===== src/rtl/pll_ctrl_pkg.sv =====
// Shared constants and encodings for the PLL control path: command modes,
// sequencer states and the word/segment geometry of a MASH configuration word.
package pll_ctrl_pkg;

   localparam int SEG_W  = 12;
   localparam int WORD_W = 43;
   localparam int NREG   = 4;

   typedef enum logic [1:0] {
      MODE_CONT = 2'b00,
      MODE_WR   = 2'b01,
      MODE_RD   = 2'b10,
      MODE_IDLE = 2'b11
   } mode_t;

   typedef enum logic [2:0] {
      ST_IDLE     = 3'd0,
      ST_ACC      = 3'd1,
      ST_COMMIT   = 3'd2,
      ST_RD_FETCH = 3'd3,
      ST_RD_SEND  = 3'd4,
      ST_CONT     = 3'd5
   } state_t;

   // Leading tag bits of every readback frame toward the MISO FIFO.
   localparam logic [1:0] FRAME_TAG = 2'b10;

endpackage


===== src/rtl/pll_tx_serializer.sv =====
// Splits one register-bank word into four tagged 16-bit readback frames,
// handed out one per valid/ready handshake.
module pll_tx_serializer #(
   parameter int SEG_W  = pll_ctrl_pkg::SEG_W,
   parameter int WORD_W = pll_ctrl_pkg::WORD_W
) (
   input  logic              clk,
   input  logic              rst,
   input  logic              i_load,
   input  logic [WORD_W-1:0] i_word,
   input  logic              i_tx_ready,
   output logic              o_tx_valid,
   output logic [15:0]       o_tx_data,
   output logic              o_done
);
   import pll_ctrl_pkg::*;

   logic [WORD_W-1:0] r_word;
   logic [1:0]        r_k;
   logic              r_valid;
   logic              w_accept;

   assign w_accept   = r_valid & i_tx_ready;
   assign o_tx_valid = r_valid;
   assign o_done     = w_accept & (r_k == 2'd3);
   // The word shifts down one segment per frame, so the short top segment
   // arrives zero-extended without any special case.
   assign o_tx_data  = r_valid ? {FRAME_TAG, r_k, r_word[SEG_W-1:0]} : 16'h0000;

   // NOTE: sequential state uses non-blocking assignments so every register
   // samples pre-edge values regardless of statement order.
   always_ff @(posedge clk or negedge rst) begin
      if (!rst) begin
         r_word  <= '0;
         r_k     <= 2'd0;
         r_valid <= 1'b0;
      end else if (i_load) begin
         r_word  <= i_word;
         r_k     <= 2'd0;
         r_valid <= 1'b1;
      end else if (w_accept) begin
         r_word <= r_word >> SEG_W;
         r_k    <= r_k + 2'd1;
         if (r_k == 2'd3) r_valid <= 1'b0;
      end
   end

endmodule


===== src/rtl/pll_cmd_sequencer.sv =====
// Decodes SPI command words into register-bank writes, readback frames and
// continuous MASH output selection.
module pll_cmd_sequencer #(
   parameter int SEG_W  = pll_ctrl_pkg::SEG_W,
   parameter int WORD_W = pll_ctrl_pkg::WORD_W,
   parameter int NREG   = pll_ctrl_pkg::NREG
) (
   input  logic                    clk,
   input  logic                    rst,
   input  logic                    cmd_valid,
   input  logic [15:0]             cmd_data,
   output logic                    cmd_ready,
   input  logic                    tick,
   output logic                    wr_en,
   output logic [$clog2(NREG)-1:0] wr_addr,
   output logic [WORD_W-1:0]       wr_data,
   output logic [$clog2(NREG)-1:0] rd_addr,
   input  logic [WORD_W-1:0]       rd_data,
   output logic                    tx_valid,
   output logic [15:0]             tx_data,
   input  logic                    tx_ready,
   output logic                    cont_en,
   output logic [$clog2(NREG)-1:0] cont_addr,
   output logic                    err
);
   import pll_ctrl_pkg::*;

   localparam int AW     = $clog2(NREG);
   localparam int LAST_W = WORD_W - 3 * SEG_W;

   state_t             r_state;
   logic [1:0]         r_seg_cnt;
   logic [AW-1:0]      r_addr;
   logic [3*SEG_W-1:0] r_word;
   logic               r_wr_en;
   logic [AW-1:0]      r_wr_addr;
   logic [WORD_W-1:0]  r_wr_data;
   logic [AW-1:0]      r_rd_addr;
   logic               r_cont_en;
   logic [AW-1:0]      r_cont_addr;
   logic               r_err;

   logic               w_acc;
   mode_t              w_mode;
   logic [AW-1:0]      w_addr;
   logic [SEG_W-1:0]   w_pay;
   logic               w_tx_done;

   // Held low during reset so the FIFO never sees a handshake mid-reset.
   assign cmd_ready = rst & (r_state inside {ST_IDLE, ST_ACC, ST_CONT});
   assign w_acc     = cmd_valid & cmd_ready;
   assign w_mode    = mode_t'(cmd_data[15:14]);
   assign w_addr    = cmd_data[13:12];
   assign w_pay     = cmd_data[SEG_W-1:0];

   assign wr_en     = r_wr_en;
   assign wr_addr   = r_wr_addr;
   assign wr_data   = r_wr_data;
   assign rd_addr   = r_rd_addr;
   assign cont_en   = r_cont_en;
   assign cont_addr = r_cont_addr;
   assign err       = r_err;

   always_ff @(posedge clk or negedge rst) begin
      if (!rst) begin
         r_state     <= ST_IDLE;
         r_seg_cnt   <= 2'd0;
         r_addr      <= '0;
         r_word      <= '0;
         r_wr_en     <= 1'b0;
         r_wr_addr   <= '0;
         r_wr_data   <= '0;
         r_rd_addr   <= '0;
         r_cont_en   <= 1'b0;
         r_cont_addr <= '0;
         r_err       <= 1'b0;
      end else begin
         r_wr_en <= 1'b0;
         case (r_state)
            ST_COMMIT:   r_state <= ST_IDLE;
            ST_RD_FETCH: r_state <= ST_RD_SEND;
            ST_RD_SEND:  if (w_tx_done) r_state <= ST_IDLE;
            default: begin
               if (w_acc && r_state == ST_ACC && w_mode == MODE_WR) begin
                  if (w_addr != r_addr) begin
                     r_err     <= 1'b1;
                     r_word    <= '0;
                     r_seg_cnt <= 2'd0;
                     r_state   <= ST_IDLE;
                  end else begin
                     r_seg_cnt <= r_seg_cnt + 2'd1;
                     case (r_seg_cnt)
                        2'd1: r_word[2*SEG_W-1:SEG_W]   <= w_pay;
                        2'd2: r_word[3*SEG_W-1:2*SEG_W] <= w_pay;
                        default: begin
                           r_wr_data <= {w_pay[LAST_W-1:0], r_word};
                           r_wr_addr <= r_addr;
                           r_wr_en   <= 1'b1;
                           r_word    <= '0;
                           r_state   <= ST_COMMIT;
                        end
                     endcase
                  end
               end else if (w_acc) begin
                  // A non-write breaks a write in progress; the command
                  // itself still runs below, so an idle here ends with err=0.
                  if (r_state == ST_ACC) begin
                     r_err     <= 1'b1;
                     r_word    <= '0;
                     r_seg_cnt <= 2'd0;
                  end
                  case (w_mode)
                     MODE_WR: begin
                        r_addr    <= w_addr;
                        r_word    <= {{(2*SEG_W){1'b0}}, w_pay};
                        r_seg_cnt <= 2'd1;
                        r_cont_en <= 1'b0;
                        r_state   <= ST_ACC;
                     end
                     MODE_RD: begin
                        r_rd_addr <= w_addr;
                        r_cont_en <= 1'b0;
                        r_state   <= ST_RD_FETCH;
                     end
                     MODE_IDLE: begin
                        r_cont_en <= 1'b0;
                        r_err     <= 1'b0;
                        r_state   <= ST_IDLE;
                     end
                     default: begin
                        r_cont_addr <= w_addr;
                        r_cont_en   <= 1'b1;
                        r_state     <= ST_CONT;
                     end
                  endcase
               end else if (r_state == ST_CONT && tick) begin
                  r_cont_addr <= r_cont_addr + 1'b1;
               end
            end
         endcase
      end
   end

   pll_tx_serializer #(
      .SEG_W  (SEG_W),
      .WORD_W (WORD_W)
   ) u_tx (
      .clk        (clk),
      .rst        (rst),
      .i_load     (r_state == ST_RD_FETCH),
      .i_word     (rd_data),
      .i_tx_ready (tx_ready),
      .o_tx_valid (tx_valid),
      .o_tx_data  (tx_data),
      .o_done     (w_tx_done)
   );

endmodule

===== config.mk =====
export PLATFORM = sky130hd
export DESIGN_NAME = pll_cmd_sequencer
export DESIGN_NICKNAME = d
export VERILOG_FILES = /design/src/rtl/pll_ctrl_pkg.sv /design/src/rtl/pll_tx_serializer.sv /design/src/rtl/pll_cmd_sequencer.sv
export SDC_FILE = /design/constraint.sdc
export NUM_CORES = 1
export LEC_CHECK = 0
export BUFFER_PORTS_ARGS = -buffer_cell sky130_fd_sc_hd__buf_2
export CAP_MARGIN = 10
export CORE_MARGIN = 8
export CORE_UTILIZATION = 35
export DETAILED_ROUTE_END_ITERATION = 10
export PLACE_DENSITY = 0.6
export SLEW_MARGIN = 20
export SYNTH_ARGS = -nofsm -noshare
export SYNTH_HDL_FRONTEND = slang
export SYNTH_SLANG_ARGS = --single-unit
export TNS_END_PERCENT = 30

===== constraint.sdc =====
create_clock -name clk -period 2.6 [get_ports clk]
set_input_delay 0.26 -clock clk [delete_from_list [all_inputs] [get_ports clk]]
set_output_delay 0.26 -clock clk [all_outputs]
set_load 0.01 [all_outputs]

==> results.toml <==
[global_routing]
antenna_found_initial = 0
grt_pass1_wl_um = 23600
grt_remaining_overflow = 0
grt_use_total_pct = 13.6
first_global_vias = 4402
grt_max_degree = 143

[die]
die_w_um = 147
pin_count = 134
dieArea_um2 = 21600
die_h_um = 147
coreArea_um2 = 17000
rows = 48
start_util_pct = 35.2

[finish]
area_delta_synth_final_pct = 25.3
utilization_pct = 44.2
layout.cells.non_filler = 875
fillers = 1634
final_common_cell = "dfrtp_1"
nNetsFinal = 704
drive_gt1_share_pct = 35.2
layout_common_cells = "dfrtp_1, buf_2, nand2_1, o21ai_0, mux2_2"
diodes = 0

[synthesis]
ys.flop_type = "dfrtp_1"
synth_seq_cells = 141
synth_top_area_cell = "dfrtp_1"
syn_avg_cell_area_um2 = 11.8
ys.warnings.count = 0
async_reset_ff_share_pct = 100
netlist_area_um2 = 5990
synthCells = 507
synth_top_area_share_pct = 58.9
synth_cell_type_count = 40
syn-num-nets = 574
synth-edff-count = 0
synth.area.top_cells = "dfrtp_1, mux2_2, nand2_1, mux2i_1, o21ai_0"
ys_seq_area_share_pct = 58.9

[cts]
cts.sinks = 141
cts_tree = "done"
htree_levels = 4
cts_buffers = 17
hold_buffers = 0
clock_latency_ps = 420
cts.path.max_buffers = 2
clk_pin_slew_worst_paths_ps = 60
post_cts_buffers = 0
cts_resized = 0
cts-root-buf = "clkbuf_16"

[sta]
maxClockFrequency_mhz = 444
fin_tns_setup_ps = 0
rsz0062_at_grt = "no"
drv_slew = 0
hold_viol = 0
setup_viol_count_final = 0
max_slew_margin_pct = 44.4
period_needed_ps = 2250
worst_slew_pin_slew_ps = 831
skew_ps = 8.89
min_period_over_period_pct = 86.7

[route]
drc = 0
via_count = 4190
routed_wl_um = 14400
via_per_inst = 4.79
firstDrtPassIters = 4
drtIter0Drc = 181
ant_nets = 0
wl_per_cell_um = 16.5

[power_and_ir_drop]
leakagePower_nw = 3.96
peakVddDrop_uv = 507
power.density_nw_per_um2 = 970

[place]
hpwl_um = 10300
gp_congestion = 0.778
portBuffers = 132
place_inst = 843

[worst_setup_path]
crit_fanout = 33
critPathArrivalTime_ps = 2550
critPathCaptureType = "flop"
start_kind = "flop"
reg2reg_from = "r_state[1]"
crit_type = "flop to flop"
ff2ff_path_depth = 5
cp.required_ps = 2900
reg2reg_slack_ps = 350
reg2reg_to = "wr_data[5]"

[hold_path]
hold_class = "input pin to asynchronous set/reset pin"

[run]
cap_violations = 0

[run_status]
status = "finished clean"
## critical path, cell delays in order (launching register included)
cell     delay (ps)
dfrtp_1         510
or3b_4          500
nor4_4          370
nand3_4         110
buf_4           270
mux2_1          360
## logic make-up (layout without fill, tap and decap cells)
family                   after synthesis  after routing  share of synthesized area [%]
multiplexers                          82             82                           14.7
flip-flops                           141            141                           58.9
adder cells (fa/ha/maj)                3              3                          0.627
XOR/XNOR                               3              3                          0.439
AO/OA/AOI/OAI                         86             86                           9.59
AND/OR/NAND/NOR                      156            156                           12.5
other                                  1              1                         0.0626
buffers and inverters                 35            178                           3.15
## metal layers
layer  global-route usage [%]  vias to the layer above  share of wire (%)
met2                     21.6                      100                 47
li1                         -                     2027                  -
met1                     16.8                     2043                 45
met3                     4.31                       20                5.6
met5                        0                        -                  0
met4                     5.72                        0                1.7
## through the flow
stage / total power [mW] / hold WS [ps] / setup WS, ps / area (um2)
4_1_cts: 7.36 / 16.2 / 323 / 7500
3_5_place_dp: 4.78 / 458 / 333 / 6880
2_1_floorplan: 4.18 / -35.6 / 494 / 5990
3_3_place_gp: 4.67 / 454 / 421 / 6880
5_1_grt: 7.71 / 17.4 / 184 / 7500
6_report: 7.28 / 20.0 / 345 / 7500
## area by class of cell
class / count / area (um2) / share of cell area (%)
clock buffers: 23 / 468 / 6.24
flip-flops and latches: 141 / 3530 / 47.0
well taps: 225 / 282 / 3.75
clock inverters: 9 / 159 / 2.12
repair buffers: 141 / 772 / 10.3
inverters: 5 / 18.8 / 0.250
multi-input cells: 331 / 2280 / 30.3
## state kept, by name (all words and copies together) (netlist names), 2 cells and up
register / cells
u_tx.r_word: 43
wr_data: 43
r_word: 36
r_state: 3
cont_addr: 2
r_addr: 2
r_seg_cnt: 2
rd_addr: 2
u_tx.r_k: 2
wr_addr: 2
## synthesized netlist by cell type, types with 2 or more instances
master,number
a21oi_1,4
a22o_1,24
a41oi_1,2
and2_1,15
buf_4,5
buf_6,5
clkbuf_1,19
dfrtp_1,141
ha_1,3
inv_1,5
mux2_1,2
mux2_2,47
mux2i_1,33
nand2_1,97
nand2b_1,2
nand3_1,16
nor2_1,11
nor2b_1,2
nor3b_1,2
nor3b_2,2
o21ai_0,47
o31ai_1,2
or3_1,2
xor2_1,3
## how the worst max path moves through the flow
stage	depth (start not counted)	to	slack, ps	startpoint
finish	5	wr_data[5]	350	r_state[1]
global route	5	r_addr[1]	180	r_state[1]
CTS	4	r_word[31]	320	r_state[1]
detailed placement	4	r_word[31]	330	r_state[1]
global placement	5	r_state[2]	420	r_state[1]
floorplan	6	r_state[2]	490	r_state[1]
## where the power goes
group / leakage [nW] / internal, mW / switching (mW)
logic: 1.74 / 0.728 / 0.932
registers: 1.91 / 2.69 / 0.357
clock network: 0.302 / 1.66 / 0.917
Note: power is estimated with default switching activity, not from simulation.
